--- config.mk ---
export PLATFORM = sky130hd
export DESIGN_NAME = alu_cmd_issuer
export DESIGN_NICKNAME = d
export VERILOG_FILES = /design/src/rtl/alu_cmd_issuer.sv
export SDC_FILE = /design/constraint.sdc
export NUM_CORES = 1
export LEC_CHECK = 0
export BUFFER_PORTS_ARGS = -buffer_cell sky130_fd_sc_hd__buf_4
export CAP_MARGIN = 20
export CORE_ASPECT_RATIO = 0.9
export CORE_MARGIN = 8
export CORE_UTILIZATION = 50
export DETAILED_ROUTE_END_ITERATION = 7
export GPL_ROUTABILITY_DRIVEN = 0
export PLACE_DENSITY = 0.71
export SYNTH_ARGS = -nofsm -noshare
export SYNTH_HDL_FRONTEND = slang
export SYNTH_SLANG_ARGS = --single-unit
export TNS_END_PERCENT = 10
--- constraint.sdc ---
create_clock -name clk -period 3 [get_ports clk]
set_input_delay 0.45 -clock clk [delete_from_list [all_inputs] [get_ports clk]]
set_output_delay 0.45 -clock clk [all_outputs]
set_load 0.005 [all_outputs]
--- src/rtl/alu_cmd_issuer.sv ---
// alu_cmd_issuer: buffers ALU commands in a FIFO, issues each as a one-cycle enable
// pulse, and returns the ALU result (or a timeout) on a valid/ready response port.
module alu_cmd_issuer #(
  parameter int FIFO_DEPTH     = 4,
  parameter int TIMEOUT_CYCLES = 16,
  parameter int CNT_W          = $clog2(FIFO_DEPTH) + 1
) (
  input  logic             clk,
  input  logic             reset_n,
  input  logic             cmd_valid,
  output logic             cmd_ready,
  input  logic [4:0]       cmd_op,
  input  logic [7:0]       cmd_in1,
  input  logic [7:0]       cmd_in2,
  output logic             rsp_valid,
  input  logic             rsp_ready,
  output logic [7:0]       rsp_result,
  output logic [4:0]       rsp_status,
  output logic             rsp_timeout,
  output logic             alu_enable,
  output logic [7:0]       alu_in1,
  output logic [7:0]       alu_in2,
  output logic [4:0]       alu_op,
  input  logic [7:0]       alu_out,
  input  logic [4:0]       alu_status,
  input  logic             alu_ready,
  output logic             busy,
  output logic [CNT_W-1:0] fifo_count
);
  localparam int PW = $clog2(FIFO_DEPTH);
  localparam int TW = $clog2(TIMEOUT_CYCLES + 1);
  localparam logic [1:0] IDLE  = 2'd0;
  localparam logic [1:0] ISSUE = 2'd1;
  localparam logic [1:0] WAIT  = 2'd2;
  localparam logic [1:0] RESP  = 2'd3;

  logic [20:0]      mem_q [FIFO_DEPTH];
  logic [PW-1:0]    wr_ptr_q, rd_ptr_q;
  logic [CNT_W-1:0] count_q;
  logic [1:0]       state_q, state_d;
  logic [TW-1:0]    wcnt_q, wcnt_d;
  logic             rsp_valid_q, rsp_valid_d, timeout_q, timeout_d, enable_q;
  logic [7:0]       result_q, result_d, in1_q, in2_q;
  logic [4:0]       status_q, status_d, op_q;
  logic             push, pop;

  assign cmd_ready = count_q != CNT_W'(FIFO_DEPTH);
  assign push      = cmd_valid && cmd_ready;
  assign pop       = state_q == IDLE && count_q != '0;
  assign busy      = state_q != IDLE || count_q != '0;

  assign fifo_count  = count_q;
  assign rsp_valid   = rsp_valid_q;
  assign rsp_result  = result_q;
  assign rsp_status  = status_q;
  assign rsp_timeout = timeout_q;
  assign alu_enable  = enable_q;
  assign alu_op      = op_q;
  assign alu_in1     = in1_q;
  assign alu_in2     = in2_q;

  // Storage needs no reset; flushing is done by resetting the pointers and count.
  always_ff @(posedge clk)
    if (push) mem_q[wr_ptr_q] <= {cmd_op, cmd_in1, cmd_in2};

  always_comb begin
    state_d     = state_q;
    wcnt_d      = wcnt_q;
    rsp_valid_d = rsp_valid_q;
    result_d    = result_q;
    status_d    = status_q;
    timeout_d   = timeout_q;
    case (state_q)
      IDLE:  if (pop) state_d = ISSUE;
      ISSUE: begin
        state_d = WAIT;
        wcnt_d  = '0;
      end
      WAIT: if (alu_ready) begin
        result_d    = alu_out;
        status_d    = alu_status;
        timeout_d   = 1'b0;
        rsp_valid_d = 1'b1;
        state_d     = RESP;
      end else begin
        wcnt_d = wcnt_q + TW'(1);
        if (wcnt_d == TW'(TIMEOUT_CYCLES)) begin
          result_d    = '0;
          status_d    = '0;
          timeout_d   = 1'b1;
          rsp_valid_d = 1'b1;
          state_d     = RESP;
        end
      end
      default: if (rsp_ready) begin
        rsp_valid_d = 1'b0;
        state_d     = IDLE;
      end
    endcase
  end

  always_ff @(posedge clk or negedge reset_n)
    if (!reset_n) begin
      wr_ptr_q    <= '0;
      rd_ptr_q    <= '0;
      count_q     <= '0;
      state_q     <= IDLE;
      wcnt_q      <= '0;
      rsp_valid_q <= 1'b0;
      result_q    <= '0;
      status_q    <= '0;
      timeout_q   <= 1'b0;
      enable_q    <= 1'b0;
      op_q        <= '0;
      in1_q       <= '0;
      in2_q       <= '0;
    end else begin
      if (push) wr_ptr_q <= wr_ptr_q + PW'(1);
      if (pop) rd_ptr_q <= rd_ptr_q + PW'(1);
      count_q     <= count_q + CNT_W'(push) - CNT_W'(pop);
      state_q     <= state_d;
      wcnt_q      <= wcnt_d;
      rsp_valid_q <= rsp_valid_d;
      result_q    <= result_d;
      status_q    <= status_d;
      timeout_q   <= timeout_d;
      // Enable is high exactly for the ISSUE cycle that follows a pop.
      enable_q    <= pop;
      if (pop) {op_q, in1_q, in2_q} <= mem_q[rd_ptr_q];
    end
endmodule

==> reports/metrics.yaml <==
status: "finished, final reports clean"
rsz0062_at_grt: "no"
die_y_um: 114.8
wire_per_inst_um: 18.13
final_common_cell: "buf_4"
core_area_sq_mm: 0.01072
critPathRequiredTime_ns: 3.28
dr.first_iter.drc_count: 142
power_density_mw_per_mm2: 1074
clkTransAtPathRegs_ns: 0.06
grt.overflow.total: 0
setup_tns_ns: 0
synth_cell_types: 35
dp_slack_ns: 0.6547
first_pass_iters: 4
wl_met3_um: 522
dp.final_hpwl_mm: 6.282
ant_nets: 0
ys_seq_area_share_pct: 70.05
cp_cell_sequence: "nor3_1 > nand2b_1 > inv_1 > ha_1 > inv_1 > ha_1 > inv_1 > fa_1 > xnor2_1 > xnor2_1"
io_buffers: 80
crit_arrival_ns: 2.65
cts.repair.resized: 0
cp_max_fo: 5
synthCells: 309
die_x_um: 125.8
start_kind: "flip-flop"
m1WireLength_mm: 4.603
worstRegToRegCells: 10
track_usage_pct: 14.74
path_class: "flip-flop to flip-flop"
vdd_ir_drop_max_mv: 0.6967
cellLeakagePower_nw: 2.737
syn_to_final_growth_pct: 25.08
hold_class: "input port to asynchronous set/reset pin"
totalWireLength_mm: 9.951
top_layer_used: "met4"
cts.sinks: 135
initial_utilization_pct: 50.58
tightest_slew_ns: 0.7901
nNetsFinal: 453
grt_pass1_vias: 3122
syn_area_per_cell_sq_um: 17.55
skew_ns: 0.006060
period_needed_ns: 2.370
fp-row-count: 36
ys_async_sr_fraction_pct: 37.78
drv_slew: 0
setup_viol: 0
via_count: 2892
grt_pass1_wl_mm: 16.11
fillers: 820
synth_top_flop_cell: "edfxtp_1"
cts_buffers: 17
antenna_cells: 0
cts_tree: "built"
setup_ws_ns: 0.6298
yosysTopAreaCellShare_pct: 46.52
syn_area_sq_mm: 0.005423
clk_latency_ns: 0.40
cp_common_cell: "inv_1"
slew_headroom_pct: 47.32
dieArea_sq_mm: 0.01444
cp_slowest_cell: "dfrtp_1"
drc: 0
ys_warn_count: 0
post-route-period-util_pct: 79.01
hold_violations: 0
antenna_found_initial: 0
post_cts_buffers: 0
yosys.area.top_type: "edfxtp_1"
layout_common_cells: "buf_4, edfxtp_1, dfrtp_1"
critPathCaptureType: "flip-flop"
viasPerCell: 5.268
root_buffer: "clkbuf_16"
max_freq_mhz: 421.9
ys_top_cells_by_area: "edfxtp_1, dfrtp_1, mux4_2"
ios: 81
cpPeakStageDelay_ns: 0.45
wl_met2_mm: 4.708
clockBufferDepth: 2
grt_start_max_net_pins: 52
synth-seq-cells: 135
cts_max_level: 4
cts_hold_buf: 0
synth_enable_flop_cells: 84
drive_above_1_share_pct: 40.63
synth_fp_nets: 359
max-cap-violations: 0
-- area by class of cell --
class	instances	area, sq um	share of cell area [%]
Multi-Input combinational cell	138	1436	21.18
Clock inverter	15	207.7	3.062
Clock buffer	17	425.4	6.272
Tap cell	133	166.4	2.453
Inverter	23	86.33	1.273
Timing Repair Buffer	88	660.6	9.740
Sequential cell	135	3800	56.02
-- report_power, final --
| part | leakage (nW) | switching (W) | internal (W) |
|---|---|---|---|
| Clock | 0.310 | 0.000733 | 0.00146 |
| Sequential | 1.37 | 0.000345 | 0.00257 |
| Combinational | 1.06 | 0.000925 | 0.00126 |
-- critical path, delay by kind of cell (launching register included) --
kind | cells | cell delay (ns)
XOR/XNOR | 2 | 0.28
adder cells (fa/ha/maj) | 3 | 0.79
buffers and inverters | 3 | 0.18
flip-flops | 1 | 0.45
AND/OR/NAND/NOR | 2 | 0.57
-- registers in the layout (all words and copies together) (netlist names) --
name         flops
rsp_status       5
alu_enable       1
wcnt_q           5
state_q          2
rd_ptr_q         2
alu_in1          8
wr_ptr_q         2
fifo_count       3
rsp_valid        1
rsp_timeout      1
mem_q           84
alu_in2          8
rsp_result       8
alu_op           5
-- cells in the mapped netlist (all sizes together), types with 2 or more instances --
master   instances
edfxtp          84
or2b             3
inv             23
buf              9
nand4b           2
dfrtp           51
mux2            24
o21ai           19
nor3             2
xnor2            9
ha              10
clkbuf           2
nand2b           4
and3             4
nand2           11
nor2             3
mux4            21
and2             2
a2bb2oi         14
-- path summary, 6_finish.rpt --
check                                     endpoint                     from  slack (ns)
setup / recovery           fifo_count[2]$_DFF_PN0_  fifo_count[1]$_DFF_PN0_        0.63
hold / removal              alu_in1[2]$_DFFE_PN0P_                  reset_n        0.11
setup reg to reg           fifo_count[2]$_DFF_PN0_  fifo_count[1]$_DFF_PN0_        0.63
hold reg to reg             alu_in2[7]$_DFFE_PN0P_   alu_in2[7]$_DFFE_PN0P_        0.50
max in group asynchronous  rd_ptr_q[0]$_DFFE_PN0P_                  reset_n        2.38
min in group clk             mem_q[3][5]$_DFFE_PP_               cmd_in2[5]        0.25
-- metrics by stage --
stage                     util (%)  std cells  instance area, sq um  total power, W  hold WS, ns
after floorplan                  -        309                  5423        0.004352       0.1544
after global placement       57.36        517                  6150        0.005089       0.4919
after detailed placement     57.36        517                  6150        0.005181       0.4971
after CTS                    63.27        549                  6783        0.007407       0.1133
after global routing         63.27        549                  6783        0.007707       0.1480
final                        63.27        549                  6783        0.007288       0.1064
-- layer usage --
layer  vias up  GRT usage, %
li1       1355             -
met1      1463         18.51
met2        62         22.77
met3        12         5.517
met4         0         6.245
met5         -             0
-- cell families (layout without fill, tap and decap cells) --
kind of cell | count (synthesis) | in the layout | share of synthesized area (%)
buffers and inverters | 36 | 143 | 3.461
xor gates and xnor gates | 9 | 9 | 1.454
AOI/OAI and AO/OA | 38 | 38 | 4.869
and+or+nand+nor | 34 | 34 | 3.530
DFF | 135 | 135 | 70.05
muxes | 46 | 46 | 13.96
adders and majority gates | 11 | 11 | 2.677
Power figures use the tool's default switching activity.
